[config.mk]
export PLATFORM = sky130hd
export DESIGN_NAME = hazard_stall_ctrl
export DESIGN_NICKNAME = d
export VERILOG_FILES = /design/src/rtl/hazard_stall_ctrl.sv
export SDC_FILE = /design/constraint.sdc
export NUM_CORES = 1
export LEC_CHECK = 0
export BUFFER_PORTS_ARGS = -buffer_cell sky130_fd_sc_hd__clkbuf_2
export CORE_ASPECT_RATIO = 1.25
export CORE_UTILIZATION = 56
export DETAILED_ROUTE_END_ITERATION = 8
export GPL_TIMING_DRIVEN = 0
export PLACE_DENSITY = 0.85
export SLEW_MARGIN = 20
export SYNTH_ARGS = -nofsm -noshare
export SYNTH_HDL_FRONTEND = slang
export SYNTH_SLANG_ARGS = --single-unit
[constraint.sdc]
create_clock -name clk -period 5.2 [get_ports clk]
set_input_delay 0.52 -clock clk [delete_from_list [all_inputs] [get_ports clk]]
set_output_delay 0.52 -clock clk [all_outputs]
set_load 0.05 [all_outputs]
[src/rtl/hazard_stall_ctrl.sv]
// hazard_stall_ctrl: pipeline enable/clear sequencer for load-use, redirect and data-memory freezes
module hazard_stall_ctrl #(
  parameter int MEM_LAT = 3,
  parameter int CNT_W = 32
) (
  input  logic             clk,
  input  logic             rst,
  input  logic [4:0]       id_rs1,
  input  logic [4:0]       id_rs2,
  input  logic             id_use_rs1,
  input  logic             id_use_rs2,
  input  logic [4:0]       ex_rd,
  input  logic             ex_memread,
  input  logic             ex_redirect,
  input  logic             mem_req,
  output logic             pc_en,
  output logic             if_id_en,
  output logic             if_id_clear,
  output logic             id_ex_en,
  output logic             id_ex_clear,
  output logic             ex_mem_en,
  output logic             mem_wb_en,
  output logic             mem_busy,
  output logic [CNT_W-1:0] stall_cnt,
  output logic [CNT_W-1:0] flush_cnt
);
  localparam int WW = $clog2(MEM_LAT) + 1;
  localparam int LOAD = MEM_LAT > 2 ? MEM_LAT - 3 : 0;
  localparam logic MS_EN = MEM_LAT > 1;
  localparam logic USE_WAIT = MEM_LAT > 2;
  localparam logic SHORT = MEM_LAT == 2;
  typedef enum logic {RUN, MEM_WAIT} state_t;
  state_t state, state_n;
  logic [WW-1:0] wait_cnt, wait_n;
  logic served, served_n;
  logic lu, mstall, adv, stl, fl;
  assign lu = ex_memread & (ex_rd != 5'd0) &
              ((id_use_rs1 & (id_rs1 == ex_rd)) | (id_use_rs2 & (id_rs2 == ex_rd)));
  assign mstall = mem_req & ~served & MS_EN;
  // Stage controls: the RUN cycle that raises mstall counts as a frozen cycle together with
  // MEM_WAIT, so a freeze lasts MEM_LAT-1 cycles and the release cycle follows with served set
  always_comb begin
    adv = ~rst & (state == RUN) & ~mstall;
    stl = adv & lu & ~ex_redirect;
    fl = adv & ex_redirect;
    pc_en = adv & ~stl;
    if_id_en = adv & ~stl;
    if_id_clear = rst | fl;
    id_ex_en = adv;
    id_ex_clear = rst | fl | stl;
    ex_mem_en = adv;
    mem_wb_en = adv;
    mem_busy = ~rst & (state == MEM_WAIT);
  end
  // Next-state: start a freeze on an unserved memory access, count down, then release once
  always_comb begin
    state_n = state;
    wait_n = wait_cnt;
    served_n = served;
    if (state == RUN) begin
      state_n = mstall & USE_WAIT ? MEM_WAIT : RUN;
      wait_n = mstall ? WW'(LOAD) : wait_cnt;
      served_n = mstall & SHORT;
    end else begin
      state_n = wait_cnt == '0 ? RUN : MEM_WAIT;
      wait_n = wait_cnt == '0 ? wait_cnt : wait_cnt - 1'b1;
      served_n = wait_cnt == '0;
    end
  end
  // State, served flag and performance counters
  always_ff @(posedge clk) begin
    if (rst) begin
      state <= RUN;
      wait_cnt <= '0;
      served <= 1'b0;
      stall_cnt <= '0;
      flush_cnt <= '0;
    end else begin
      state <= state_n;
      wait_cnt <= wait_n;
      served <= served_n;
      stall_cnt <= stall_cnt + CNT_W'(!pc_en);
      flush_cnt <= flush_cnt + CNT_W'(fl);
    end
  end
endmodule
After elaboration in Yosys (flattened, before gate mapping)
Index checks and enable logic that the tools add are counted.
W data, S select, Z words.

storage, ports and cells
  register bits after elaboration = 69
  bits of input ports = 22
  RAM bits = 0
  bits in latches = 0
  output and inout port bits = 72
  memories kept = 0
  ROM bits = 0
  word-level logic and storage cells = 44

operators by class
  $mul = 0
  add/sub/neg operators = 3
  bitwise gates (word level) = 21
  reductions and logical operators = 6
  order comparisons = 0
  divide/modulo/power cells = 0
  eq/ne operators = 3
  multiplexer cells = 6
  shift operators = 0

operator list
  kind                   count
  $add A32 B1 Y32        2
  $and A1 B1 Y1          12
  $eq A5 B5 Y1           2
  $mux W3                3
  $not A1 Y1             6
  $reduce_bool A5 Y1     1
  $logic_not A3 Y1       1
  $mux W1                3
  $or A1 B1 Y1           3
  $sub A3 B1 Y3 const B  1
  $ne A2 B2 Y1 const B   1
  $reduce_and A2 Y1      1
  $reduce_bool A2 Y1     1
  $reduce_or A2 Y1       1
  $logic_not A1 Y1       1

Logic depth before layout (Yosys ltp)
  depth after elaboration = 10
  depth in mapped cells = 11
  depth with buffers taken out = 10

Worst setup path after synthesis
OpenSTA, ideal clock, no wires.

  path type = in2out
  start point = input mem_req
  end point = output id_ex_clear
  data arrival time = 3.364 ns
  stages = 4
  setup slack = 1.316 ns
  data required time = 4.680 ns
  path buffers = 0
  path through = nor2b_1 nor3_1 inv_1 o31ai_1

on the way
  word-level cells in the longest chain between the ends = 6
  elaborated cells between the ends (all ways) = 8
  classes of those cells = 8 x bitwise

RTL lines
  what                                           RTL line  text
  start: declaration                             15        input logic mem_req,
  $and A1 B1 Y1 (*)                              39        assign mstall = mem_req & ~served & MS_EN;
  $not A1 Y1 (*)                                 43        adv = ~rst & (state == RUN) & ~mstall;
  $and A1 B1 Y1 (*)                              43
  via ex_mem_en                                  21        output logic ex_mem_en,
  $and A1 B1 Y1, on equally long branches        45, 44
  $or A1 B1 Y1 or $and A1 B1 Y1 (tied branches)  50, 44
  $or A1 B1 Y1 (*)                               50        id_ex_clear = rst | fl | stl;
  end: declaration                               20        output logic id_ex_clear,

Mark *: on every way through the listed nets, which the timed path passes. The rest lies on a longest branch.

Worst setup path in the final report
  start point = input ex_rd[3]
  end point = register stall_cnt[30]

on the way
  word-level cells in the longest chain between the ends = 10
  elaborated cells between the ends (all ways) = 14
  classes of those cells = 1 x add/sub; 2 x eq/ne; 9 x bitwise; 2 x reduce/logical

RTL lines
  what                            RTL line  text
  start: declaration              12        input logic [4:0] ex_rd,
  $eq A5 B5 Y1                    38        ((id_use_rs1 & (id_rs1 == ex_rd)) | (id_use_rs2 & (id_rs2 == ex_rd)));
  $and A1 B1 Y1                   38
  $or A1 B1 Y1                    38
  $and A1 B1 Y1 (*)               37        assign lu = ex_memread & (ex_rd != 5'd0) &
  $and A1 B1 Y1 (*) (2 in a row)  44        stl = adv & lu & ~ex_redirect;
  $not A1 Y1 (*)                  46        pc_en = adv & ~stl;
  $and A1 B1 Y1 (*)               46
  $logic_not A1 Y1 (*)            82        stall_cnt <= stall_cnt + CNT_W'(!pc_en);
  $add A32 B1 Y32 (*)             82
  end signal: assignment          82
  end: declaration                24        output logic [CNT_W-1:0] stall_cnt,

Every way passes the cells marked *; elsewhere a longest branch is shown, timed or not.
A chain may end at the register's enable or synchronous reset.

==> results.cfg <==
[outcome]
status = finished, final reports clean

[placement]
placement.setup.worst_slack_ns = 1.637
numPortBuffers = 93
finalWeightedCongestion = 0.8464
dp_hpwl_um = 5891
postPlaceCellArea_um2 = 3998

[synthesis]
synth-edff-count = 0
post_synth_instance_area_um2 = 3430
synthTopCellsByCount = 69 x sky130_fd_sc_hd__dfxtp_1, 36 x sky130_fd_sc_hd__nor2_1, 34 x sky130_fd_sc_hd__a21oi_1, 27 x sky130_fd_sc_hd__nand2_1, 23 x sky130_fd_sc_hd__xor2_1
synthesized_instance_count = 407
post_synth_main_area_contributors = sky130_fd_sc_hd__dfxtp_1 40%, sky130_fd_sc_hd__xor2_1 5.9%, sky130_fd_sc_hd__a21oi_1 5.0%
yosysTopAreaCell = sky130_fd_sc_hd__dfxtp_1
synth-warning-count = 0
library_cell_with_the_highest_instance_count_after_synthesis = sky130_fd_sc_hd__dfxtp_1
syn_nets = 435
ys_seq_area_share_pct = 40.28
netlist.area_leader.share_pct = 40.28
synth_seq_cells = 69
syn_avg_cell_area_um2 = 8.426
synth_cell_types = 39
async_flop_share_pct = 0
ys_dominant_reg_cell = sky130_fd_sc_hd__dfxtp_1

[die]
core-area_um2 = 5857
fp.dieH_um = 89.50
top_level_ports = 94
floorplan_row_count = 31
die-area_um2 = 6443
fp.dieW_um = 72.00
start_util_pct = 58.56

[pwr]
static-leakage-power_nw = 1.590
power_per_cell_area_nw_per_um2 = 238.4
power.internal_mw = 0.7417
total_power_mw = 0.9909
share_comb_of_total_power_pct = 8.5
pwr-share-seq_pct = 54.3
power.clock.fraction_pct = 37.3
power.share.switching_pct = 25.15
peakVddDrop_mv = 0.1755
netSwitchingPower_mw = 0.2492

[clock_tree]
clock_tree.root_cell = sky130_fd_sc_hd__clkbuf_8
cts_inserted_buffers = 9
cts_hold_buffers = 0
clock_sinks = 69
clock_latency_ns = 0.34
post_cts_resized = 0
cts_h_tree_depth = 3
max-clock-path-buffers = 2
clkTransAtPathRegs_ns = 0.07
clock_tree_from_tritoncts = yes
post-cts-setup-buffer-count = 0

[critical_path]
combined_buffer_and_inverter_count_along_the_critical_path = 2
critPathCapture = stall_cnt[30]
worst_r2r_endpoint = flush_cnt[22]
reg2reg_setup_slack_ns = 1.99
crit_path_max_fanout = 10
timing.critical_path.required_ns = 5.46
regToRegStartpoint = state
timing.critical_path.arrival_ns = 3.50
setup.worst_path.class = in2reg
worst_r2r_path_depth = 9
worst_path_most_repeated_cell = sky130_fd_sc_hd__ha_1
critical_path.startpoint_type = primary input
timing.critical_path.max_delay_family = simple AND/OR/NAND/NOR gates
cp_cell_sequence = clkbuf_2 -> xor2_1 -> nor4_1 -> a32oi_1 -> o31ai_1 -> ha_1 -> ha_1 -> and2_1 -> nand4_1 -> clkbuf_1 -> or4_1 -> a21oi_1
cp.depth = 12
startpoint = ex_rd[3]
worst_path_max_delay_cell = sky130_fd_sc_hd__or4_1
cp_max_stage_delay_ns = 0.51
setup.worst_path.end_class = flip-flop

[global_route]
globalRouteOverflowTotal = 0
global_route_wire_length_before_repair_um = 13310
maximum_number_of_pins_on_one_net_before_global_route_repair = 11
gr-usage-all-layers_pct = 26.29
via_count_of_the_first_global_routing_pass = 3117
number_of_antenna_violations_at_the_first_check_in_global_routing = 0

[timing]
fin_hold_ws_ns = 0.4553
grt_setup_unrepaired = no
finalSetupViolCount = 0
hold_violations = 0
timing_worst_slew_pin_value_ns = 0.9367
fin_worst_skew_ns = 0.005636
relSlewSlack_pct = 37.07
timing.final.ws_setup_ns = 1.961
final_report_max_slew_violation_count = 0
timing.final.crit_period_ns = 3.239
setup_total_negative_slack_ns = 0
fmax_mhz = 308.7
layout_worst_path_cycle_share_pct = 62.30

[route]
dr_total_vias = 3409
wl_per_cell_um = 13.41
drt_iter0_drc = 161
drt-pass1-iter-count = 5
antenna_violating_nets_post_route = 0
wirelength_um = 8008
drc = 0
post_drt_via_cell_ratio = 5.710

[final_layout]
post_route_cells_drive_above_1_share_pct = 23.69
antenna-diode-count = 0
post-route-cell-area_um2 = 4156
area_delta_synth_final_pct = 21.20
layout_nets = 539

[hold_path]
min_path_type = reg2reg

[run]
drv.max_cap_violation_count = 0
-- layout by cell type (no fill, tap or decap), drive strengths merged, types with 2 or more instances in the layout --
cell / netlist / final
nor2b: 11 / 11
xnor2: 10 / 10
inv: 11 / 11
a21oi: 34 / 34
clkbuf: 16 / 122
nor3b: 2 / 2
o31ai: 21 / 21
or3: 10 / 10
nand3: 20 / 20
clkinv: 0 / 2
and3: 5 / 5
and2: 9 / 9
ha: 6 / 6
xor2: 23 / 23
buf: 7 / 7
nor4: 5 / 5
nand4: 20 / 20
mux2: 7 / 7
and4: 8 / 8
dfxtp: 69 / 69
nand2: 27 / 27
nor2: 36 / 36
nor3: 10 / 10
or4: 22 / 22
o21ai: 11 / 11
-- how the worst min path moves through the flow --
stage / from / endpoint / cells after the start
4_1_cts: wait_cnt[1] / wait_cnt[1] / 2
6_report: wait_cnt[1] / wait_cnt[1] / 2
3_3_place_gp: wait_cnt[0] / wait_cnt[0] / 2
3_5_place_dp: wait_cnt[1] / wait_cnt[1] / 2
2_1_floorplan: wait_cnt[0] / wait_cnt[0] / 2
5_1_grt: wait_cnt[1] / wait_cnt[1] / 2
-- layer usage --
layer	GRT usage, %	share of wire (%)	up-vias
met3	5.637	6.2	21
met1	28.90	41	1572
met2	46.91	50	131
met4	15.33	2.6	0
li1	-	-	1685
met5	0	0	-
-- power by group through the flow --
stage          combinational (mW)  clock (mW)  sequential (mW)
2_1_floorplan              0.0455           0            0.561
3_3_place_gp               0.0822           0            0.550
3_5_place_dp               0.0838           0            0.550
4_1_cts                    0.0850       0.375            0.538
5_1_grt                    0.0906       0.395            0.538
6_report                   0.0840       0.369            0.538
-- kinds of logic after synthesis --
family	share of synthesized area [%]
AOI/OAI and AO/OA	12.11
xor gates and xnor gates	8.427
adders and majority gates	2.189
buffers and inverters	4.305
DFF	40.28
muxes	2.299
and+or+nand+nor	30.39
-- worst register-to-register path: cells and delay by family (launching register included) --
kind,cells,cell delay [ns]
fa+ha+maj,2,0.37
simple gates,5,1.76
flops,1,0.37
mux,1,0.35
buf+inv,1,0.25
-- final cells by class --
cell class / instances / area, um2
buffer: 23 / 106.4
clock buffer: 13 / 148.9
clock inverter: 2 / 10.01
fill: 484 / 1700
inverter: 11 / 41.29
multi-input combinational: 304 / 1901
sequential: 69 / 1381
tap: 82 / 102.6
timing repair buffer: 93 / 465.4
-- registers in the layout, summed over array words and instances (netlist names) --
signal and flops:
wait_cnt 3, flush_cnt 32, stall_cnt 32, served 1, state 1
-- metrics by stage --
stage,utilization (%),cells
global placement,68.25,582
CTS,70.97,597
finish,70.97,597
floorplan,-,407
detailed placement,68.25,582
global route,70.97,597
No activity file was read; power rests on OpenSTA's default activity.
